--- src/rtl/cmsdk_ahb_to_ahb_apb_async_master_rx_if.sv ---
// ----------------------------------------------------------------------------
// cmsdk_ahb_to_ahb_apb_async_master_rx_if
//
// Purpose: bundles the signals between the master-side receive stage of the
// async AHB-Lite to AHB-Lite/APB4 bridge and its neighbours. These are the
// slave-domain semaphore, lock and payload, the master FSM controls, and the
// captured, masked bus values.
//
// Signals:
//   s_tx_sema_q, s_hmastlock_q   slave semaphore toggle and lock flag (async)
//   s_h*_q                       slave request payload
//   m_mask, m_tx_sema_q          master FSM controls
//   m_rx_sema_q, m_lock_q        synchronised semaphore and lock
//   m_h*_q                       captured payload (some fields masked)
//   m_proto_err                  sticky protocol-error flag
//
// Modports:
//   slave   the receive stage itself
//   master  whoever drives the receive stage (the bridge, or a testbench)
// ----------------------------------------------------------------------------
interface cmsdk_ahb_to_ahb_apb_async_master_rx_if #(
    parameter int ADDR_WIDTH = 32
);
    logic                  s_tx_sema_q;
    logic                  s_hmastlock_q;
    logic [ADDR_WIDTH-1:0] s_haddr_q;
    logic                  s_hwrite_q;
    logic [2:0]            s_hsize_q;
    logic [3:0]            s_hprot_q;
    logic                  s_hselapb_q;
    logic                  s_hmastlock_pl_q;
    logic [31:0]           s_hwdata_q;
    logic                  m_mask;
    logic                  m_tx_sema_q;

    logic                  m_rx_sema_q;
    logic                  m_lock_q;
    logic [ADDR_WIDTH-1:0] m_haddr_q;
    logic [1:0]            m_haddr_q_1to0;
    logic [2:0]            m_hsize_q;
    logic [3:0]            m_hprot_q;
    logic                  m_hwrite_q;
    logic                  m_hselapb_q;
    logic                  m_hmastlock_q;
    logic [31:0]           m_hwdata_q;
    logic                  m_proto_err;

    modport slave (
        input  s_tx_sema_q, s_hmastlock_q, s_haddr_q, s_hwrite_q, s_hsize_q,
               s_hprot_q, s_hselapb_q, s_hmastlock_pl_q, s_hwdata_q,
               m_mask, m_tx_sema_q,
        output m_rx_sema_q, m_lock_q, m_haddr_q, m_haddr_q_1to0, m_hsize_q,
               m_hprot_q, m_hwrite_q, m_hselapb_q, m_hmastlock_q, m_hwdata_q,
               m_proto_err
    );

    modport master (
        output s_tx_sema_q, s_hmastlock_q, s_haddr_q, s_hwrite_q, s_hsize_q,
               s_hprot_q, s_hselapb_q, s_hmastlock_pl_q, s_hwdata_q,
               m_mask, m_tx_sema_q,
        input  m_rx_sema_q, m_lock_q, m_haddr_q, m_haddr_q_1to0, m_hsize_q,
               m_hprot_q, m_hwrite_q, m_hselapb_q, m_hmastlock_q, m_hwdata_q,
               m_proto_err
    );
endinterface

--- src/rtl/cmsdk_ahb_to_ahb_apb_async_master_rx.sv ---
// ----------------------------------------------------------------------------
// cmsdk_ahb_to_ahb_apb_async_master_rx
//
// Purpose: master-side receive stage of the async AHB-Lite to AHB-Lite/APB4
// bridge, clocked by HCLKM. It synchronises the slave transmit semaphore and
// the slave lock flag into HCLKM. It captures the request payload on the
// edge where the synchronised semaphore first differs from m_rx_sema_q. It
// presents the captured payload, masked where required, to the master bus.
// It raises a sticky error if a new request lands while one is still
// outstanding.
//
// Ports:
//   HCLKM     master clock
//   HRESETMn  async active-low reset; clears every flop
//   bus       slave modport of cmsdk_ahb_to_ahb_apb_async_master_rx_if
//
// Parameters:
//   SYNC_STAGES  flops per synchroniser chain (2..4)
//   ADDR_WIDTH   address width (12..32); must match the interface
// ----------------------------------------------------------------------------
module cmsdk_ahb_to_ahb_apb_async_master_rx #(
    parameter int SYNC_STAGES = 2,
    parameter int ADDR_WIDTH  = 32
) (
    input  logic HCLKM,
    input  logic HRESETMn,
    cmsdk_ahb_to_ahb_apb_async_master_rx_if.slave bus
);

    typedef struct packed {
        logic [ADDR_WIDTH-1:0] haddr;
        logic                  hwrite;
        logic [2:0]            hsize;
        logic [3:0]            hprot;
        logic                  hselapb;
        logic                  hmastlock;
        logic [31:0]           hwdata;
    } payload_t;

    logic [SYNC_STAGES-1:0] sema_sync_q, sema_sync_d;
    logic [SYNC_STAGES-1:0] lock_sync_q, lock_sync_d;
    logic                   rx_sema_q,   rx_sema_d;
    logic                   proto_err_q, proto_err_d;
    payload_t               payload_q,   payload_d;

    logic sema_s;
    logic new_tog;
    logic busy;

    assign sema_s  = sema_sync_q[SYNC_STAGES-1];
    assign new_tog = sema_s != rx_sema_q;
    // m_tx_sema_q is sampled live. If the FSM retires the previous transfer
    // on the edge that exposes the new toggle, this is a legal back-to-back
    // case and not an error.
    assign busy    = rx_sema_q != bus.m_tx_sema_q;

    // NOTE: every variable gets a default at the top of always_comb, so no
    // path leaves it unassigned and no latch is inferred.
    always_comb begin
        sema_sync_d = {sema_sync_q[SYNC_STAGES-2:0], bus.s_tx_sema_q};
        lock_sync_d = {lock_sync_q[SYNC_STAGES-2:0], bus.s_hmastlock_q};
        rx_sema_d   = rx_sema_q;
        payload_d   = payload_q;
        proto_err_d = proto_err_q | (new_tog & busy);

        // The payload has been stable since the slave toggled, and the toggle
        // has now cleared the synchroniser. Sampling it here is therefore
        // free of metastability, even though the payload is not synchronised.
        if (new_tog) begin
            rx_sema_d = sema_s;
            payload_d = '{
                haddr:     bus.s_haddr_q,
                hwrite:    bus.s_hwrite_q,
                hsize:     bus.s_hsize_q,
                hprot:     bus.s_hprot_q,
                hselapb:   bus.s_hselapb_q,
                hmastlock: bus.s_hmastlock_pl_q,
                hwdata:    bus.s_hwdata_q
            };
        end
    end

    // NOTE: state registers use non-blocking assignments only, so every flop
    // samples the pre-edge values regardless of process ordering.
    // NOTE: the payload registers are reset as well. An interrupted request
    // then leaves no stale address or data on the bus after reset.
    always_ff @(posedge HCLKM or negedge HRESETMn) begin
        if (!HRESETMn) begin
            sema_sync_q <= '0;
            lock_sync_q <= '0;
            rx_sema_q   <= 1'b0;
            proto_err_q <= 1'b0;
            payload_q   <= '0;
        end else begin
            sema_sync_q <= sema_sync_d;
            lock_sync_q <= lock_sync_d;
            rx_sema_q   <= rx_sema_d;
            proto_err_q <= proto_err_d;
            payload_q   <= payload_d;
        end
    end

    assign bus.m_rx_sema_q    = rx_sema_q;
    assign bus.m_lock_q       = lock_sync_q[SYNC_STAGES-1];
    assign bus.m_proto_err    = proto_err_q;

    // Bus-facing fields are zeroed while no cycle is active. The FSM needs
    // the control fields below while idle, so they bypass the mask.
    assign bus.m_haddr_q      = payload_q.haddr  & {ADDR_WIDTH{~bus.m_mask}};
    assign bus.m_hsize_q      = payload_q.hsize  & {3{~bus.m_mask}};
    assign bus.m_hprot_q      = payload_q.hprot  & {4{~bus.m_mask}};
    assign bus.m_hwdata_q     = payload_q.hwdata & {32{~bus.m_mask}};
    assign bus.m_haddr_q_1to0 = payload_q.haddr[1:0];
    assign bus.m_hwrite_q     = payload_q.hwrite;
    assign bus.m_hselapb_q    = payload_q.hselapb;
    assign bus.m_hmastlock_q  = payload_q.hmastlock;

endmodule

--- src/flat_wrapper.sv ---
// flat-port wrapper written by rule: the top's interface ports become plain ports
module cmsdk_ahb_to_ahb_apb_async_master_rx_flat 
#(
    parameter int SYNC_STAGES = 2,
    parameter int ADDR_WIDTH  = 32
)
  (HCLKM, HRESETMn, bus_s_tx_sema_q, bus_s_hmastlock_q, bus_s_haddr_q, bus_s_hwrite_q, bus_s_hsize_q, bus_s_hprot_q, bus_s_hselapb_q, bus_s_hmastlock_pl_q, bus_s_hwdata_q, bus_m_mask, bus_m_tx_sema_q, bus_m_rx_sema_q, bus_m_lock_q, bus_m_haddr_q, bus_m_haddr_q_1to0, bus_m_hsize_q, bus_m_hprot_q, bus_m_hwrite_q, bus_m_hselapb_q, bus_m_hmastlock_q, bus_m_hwdata_q, bus_m_proto_err);
  cmsdk_ahb_to_ahb_apb_async_master_rx_if #(.ADDR_WIDTH(ADDR_WIDTH)) bus_i ();
  input  logic HCLKM;
  input  logic HRESETMn;
  input wire logic [$bits(bus_i.s_tx_sema_q)-1:0] bus_s_tx_sema_q;
  input wire logic [$bits(bus_i.s_hmastlock_q)-1:0] bus_s_hmastlock_q;
  input wire logic [$bits(bus_i.s_haddr_q)-1:0] bus_s_haddr_q;
  input wire logic [$bits(bus_i.s_hwrite_q)-1:0] bus_s_hwrite_q;
  input wire logic [$bits(bus_i.s_hsize_q)-1:0] bus_s_hsize_q;
  input wire logic [$bits(bus_i.s_hprot_q)-1:0] bus_s_hprot_q;
  input wire logic [$bits(bus_i.s_hselapb_q)-1:0] bus_s_hselapb_q;
  input wire logic [$bits(bus_i.s_hmastlock_pl_q)-1:0] bus_s_hmastlock_pl_q;
  input wire logic [$bits(bus_i.s_hwdata_q)-1:0] bus_s_hwdata_q;
  input wire logic [$bits(bus_i.m_mask)-1:0] bus_m_mask;
  input wire logic [$bits(bus_i.m_tx_sema_q)-1:0] bus_m_tx_sema_q;
  output wire logic [$bits(bus_i.m_rx_sema_q)-1:0] bus_m_rx_sema_q;
  output wire logic [$bits(bus_i.m_lock_q)-1:0] bus_m_lock_q;
  output wire logic [$bits(bus_i.m_haddr_q)-1:0] bus_m_haddr_q;
  output wire logic [$bits(bus_i.m_haddr_q_1to0)-1:0] bus_m_haddr_q_1to0;
  output wire logic [$bits(bus_i.m_hsize_q)-1:0] bus_m_hsize_q;
  output wire logic [$bits(bus_i.m_hprot_q)-1:0] bus_m_hprot_q;
  output wire logic [$bits(bus_i.m_hwrite_q)-1:0] bus_m_hwrite_q;
  output wire logic [$bits(bus_i.m_hselapb_q)-1:0] bus_m_hselapb_q;
  output wire logic [$bits(bus_i.m_hmastlock_q)-1:0] bus_m_hmastlock_q;
  output wire logic [$bits(bus_i.m_hwdata_q)-1:0] bus_m_hwdata_q;
  output wire logic [$bits(bus_i.m_proto_err)-1:0] bus_m_proto_err;
  assign bus_i.s_tx_sema_q = bus_s_tx_sema_q;
  assign bus_i.s_hmastlock_q = bus_s_hmastlock_q;
  assign bus_i.s_haddr_q = bus_s_haddr_q;
  assign bus_i.s_hwrite_q = bus_s_hwrite_q;
  assign bus_i.s_hsize_q = bus_s_hsize_q;
  assign bus_i.s_hprot_q = bus_s_hprot_q;
  assign bus_i.s_hselapb_q = bus_s_hselapb_q;
  assign bus_i.s_hmastlock_pl_q = bus_s_hmastlock_pl_q;
  assign bus_i.s_hwdata_q = bus_s_hwdata_q;
  assign bus_i.m_mask = bus_m_mask;
  assign bus_i.m_tx_sema_q = bus_m_tx_sema_q;
  assign bus_m_rx_sema_q = bus_i.m_rx_sema_q;
  assign bus_m_lock_q = bus_i.m_lock_q;
  assign bus_m_haddr_q = bus_i.m_haddr_q;
  assign bus_m_haddr_q_1to0 = bus_i.m_haddr_q_1to0;
  assign bus_m_hsize_q = bus_i.m_hsize_q;
  assign bus_m_hprot_q = bus_i.m_hprot_q;
  assign bus_m_hwrite_q = bus_i.m_hwrite_q;
  assign bus_m_hselapb_q = bus_i.m_hselapb_q;
  assign bus_m_hmastlock_q = bus_i.m_hmastlock_q;
  assign bus_m_hwdata_q = bus_i.m_hwdata_q;
  assign bus_m_proto_err = bus_i.m_proto_err;
  cmsdk_ahb_to_ahb_apb_async_master_rx #(.SYNC_STAGES(SYNC_STAGES), .ADDR_WIDTH(ADDR_WIDTH)) u_core (.HCLKM(HCLKM), .HRESETMn(HRESETMn), .bus(bus_i));
endmodule
--- config.mk ---
export PLATFORM = sky130hd
export DESIGN_NAME = cmsdk_ahb_to_ahb_apb_async_master_rx_flat
export DESIGN_NICKNAME = d
export VERILOG_FILES = /design/src/rtl/cmsdk_ahb_to_ahb_apb_async_master_rx_if.sv /design/src/rtl/cmsdk_ahb_to_ahb_apb_async_master_rx.sv /design/src/flat_wrapper.sv
export SDC_FILE = /design/constraint.sdc
export NUM_CORES = 1
export LEC_CHECK = 0
export BUFFER_PORTS_ARGS = -buffer_cell sky130_fd_sc_hd__buf_2
export CORE_ASPECT_RATIO = 0.75
export CORE_MARGIN = 5
export CORE_UTILIZATION = 47
export DETAILED_ROUTE_END_ITERATION = 16
export PLACE_DENSITY = 0.8
export SLEW_MARGIN = 25
export SYNTH_ARGS = -nofsm -noshare
export SYNTH_HDL_FRONTEND = slang
export SYNTH_SLANG_ARGS = --single-unit
--- constraint.sdc ---
create_clock -name HCLKM -period 1.9 [get_ports HCLKM]
set_input_delay 0.285 -clock HCLKM [delete_from_list [all_inputs] [get_ports HCLKM]]
set_output_delay 0.285 -clock HCLKM [all_outputs]
set_load 0.02 [all_outputs]
==> results.md <==
- CP max FO: 43
- # DRC: 0
- Tmin final: ~1500 ps
- Area growth syn-to-layout: 32.5%
- Setup TNS: 0 ps
- Final-report setup violation count: 0
- Outcome: finished, final reports clean
- Comb pwr share: 0.233
- Clock latency on the worst-skew pair: around 340 ps
- Pwr/cell area: 971 nW/µm²
- Share of cells above drive strength 1: 0.615
- Hold WS: between 40 and 50 ps
- Max Slew Vio Count: 0
- Placed Cells: a little under 500
- Hold-fix buffers at CTS: 1
- Clk pwr share: 0.301
- Number of buffers added on ports: roughly 160
- Via count of the first global-routing pass: 2551
- Critical path capture point type: flop
- Antenna viol nets, final: 0
- Flops & latches, synth: 80
- YS warnings: 0
- Number of I/O pins: 159
- Die area: 9130 µm²
- Clk buf depth: 2
- Leakage: roughly 2.2 nW
- Core ar.: 7230 µm²
- Seq pwr share: 0.466
- Final #Nets: between 400 and 500
- Antenna fix cells: 0
- Cells on Worst Hold Path: 1
- Drt wl/cell: ~15 µm
- Relative slew slack: 0.655
- Detailed Route WL: roughly 7500 µm
- Post-synthesis sequential area ratio: 0.583
- Fillers: roughly 630
- Tightest Hold Check Type: primary input to flop
- Critical path startpoint category: flop
- Placed cell area: roughly 4300 µm²
- GRT Resource Usage Total: 0.167
- Via density: 4.67
- Post-CTS Setup Inserts: 0
- Final Cell Area: ~4500 µm²
- Hold Path Origin: bus_s_hmastlock_q
- R2r endpoint: u_core.payload_q[46]
- H-tree depth: 3
- Die H: 84.0 µm
- VDD IR max: ~0.52 mV
- Non-filler cells, final: 509
- Worst Clk Skew: about 15 ps
- Num CTS Buffers: 9
- Setup WS pre-CTS: 406 ps
- Initial DRT Pass Iterations: 4
- Worst r2r src: u_core.bus.m_rx_sema_q
- DR iter-0 viols: 51
- F_max: between 600 and 700 MHz
- Switching Share: 0.277
- Tcrit/Tclk final: 0.785
- Slew @ Worst Pin: 518 ps
- Post-synthesis instance area: ~3400 µm²
- Initial antenna violation count: 0
- # rows: 27
- Setup CP Type: flop to flop
- WP data arrival: around 1700 ps
- Hold Path Sink: u_core.lock_sync_q[0]
- Largest net degree at the start of global routing: about 70
- Post-Syn Area per Cell: about 14 µm²
- Design Power: 4.42 mW
- PnR worst setup slack: just over 400 ps
- Syn Nets: 327
- Remaining global-route overflow: 0
- Req. time, crit path: between 2000 and 2500 ps
- PostCTS Resize Cnt: 0
- Placer Congestion: roughly 0.73
- Util after Layout: 0.629
- Switch Pwr: about 1.2 mW
- Chip Width: 109 µm
- Count of cell types in the netlist: 10
- Vias: approximately 2400
- RSZ-0062 raised after global routing: no
- Worst r2r path cells: 3
- Fin. Hold Viols: 0
- Gate Count Post-Synth: around 250
- FF-to-FF setup slack: between 400 and 500 ps
- CTS tree: done
- DP Wirelength: around 5500 µm
- Clock slew at reported path FFs: around 80 ps
- Initial Util: 0.475
- Max cap viols: 0
- First-pass GRT wire length: roughly 12000 µm
- TritonCTS Sinks: 80
- Cell Int Power: roughly 3.2 mW
- Clock Tree Root: clkbuf_8
cells in the mapped netlist:
master	count	share of area
clkbuf_1	8	0.0087
mux2_2	74	0.24
xor2_1	1	0.0026
nor2b_1	72	0.13
dfrtp_1	80	0.58
buf_4	3	0.0066
buf_2	1	0.0015
a221o_1	1	0.0029
buf_6	6	0.020
nor2_1	1	0.0011
logic make-up after synthesis:
logic type / after synthesis / synth area share
xor+xnor: 1 / 0.00255
flops: 80 / 0.583
compound gates: 1 / 0.00292
simple gates: 73 / 0.132
buf+inv: 18 / 0.0364
mux: 74 / 0.243
how the worst max path moves through the flow:
stage                           startpoint                      endpoint  cells past startpoint
floorplan           u_core.bus.m_rx_sema_q  u_core.bus.m_haddr_q_1to0[0]                      4
global placement    u_core.bus.m_rx_sema_q          u_core.payload_q[58]                      3
detailed placement  u_core.bus.m_rx_sema_q          u_core.payload_q[46]                      3
CTS                 u_core.bus.m_rx_sema_q          u_core.payload_q[46]                      3
global route        u_core.bus.m_rx_sema_q          u_core.payload_q[46]                      3
finish              u_core.bus.m_rx_sema_q          u_core.payload_q[46]                      3
power by group through the flow:
stage	clock network [mW]	registers [mW]	logic (mW)
after floorplan	0	2.06	0.705
after global placement	0	2.08	1.02
after detailed placement	0	2.09	1.04
after CTS	1.38	2.06	1.05
after global routing	1.44	2.09	1.11
final	1.33	2.06	1.03
sequential cells by signal (all words and copies together), names as in the netlist, 2 cells and up:
signal                     count
u_core.bus.m_haddr_q_1to0      2
u_core.lock_sync_q             2
u_core.payload_q              69
u_core.sema_sync_q             2
final cells by class:
cell class,count,area [µm²],area share
Clock buffer,11,131,0.0289
Clock inverter,5,81.3,0.0179
Multi-Input combinational cell,149,1330,0.291
Sequential cell,80,2000,0.440
Tap cell,101,126,0.0278
Timing Repair Buffer,163,883,0.194
layer usage:
metal / global-route usage / part of all wire / wire [µm] / vias up
met3: 0.0758 / 0.11 / 833 / 5
li1: - / - / - / 1123
met5: 0 / 0 / 0 / -
met4: 0.0447 / 0.0081 / 61 / 0
met2: 0.277 / 0.48 / 3630 / 102
met1: 0.195 / 0.40 / 3020 / 1146
critical path, stage by stage (launching register included):
cell and delay, ps:
dfrtp_1 460, xor2_4 260, buf_12 260, mux2_2 380
cells in the final DEF (no fill, tap or decap):
| cell | netlist | layout |
|---|---|---|
| buf_2 | 1 | 157 |
| dfrtp_1 | 80 | 80 |
| mux2_2 | 74 | 74 |
| nor2b_1 | 72 | 72 |
| clkbuf_8 | 0 | 9 |
| buf_12 | 0 | 4 |
| clkbuf_1 | 8 | 2 |
| bufinv_16 | 0 | 2 |
| nor2_1 | 1 | 1 |
| a221o_1 | 1 | 1 |
| xor2_4 | 0 | 1 |
| clkinv_4 | 0 | 1 |
| clkinv_2 | 0 | 1 |
| clkinvlp_4 | 0 | 1 |
| dlygate4sd3_1 | 0 | 1 |
| buf_4 | 3 | 1 |
Note: power is estimated with default switching activity, not from simulation.
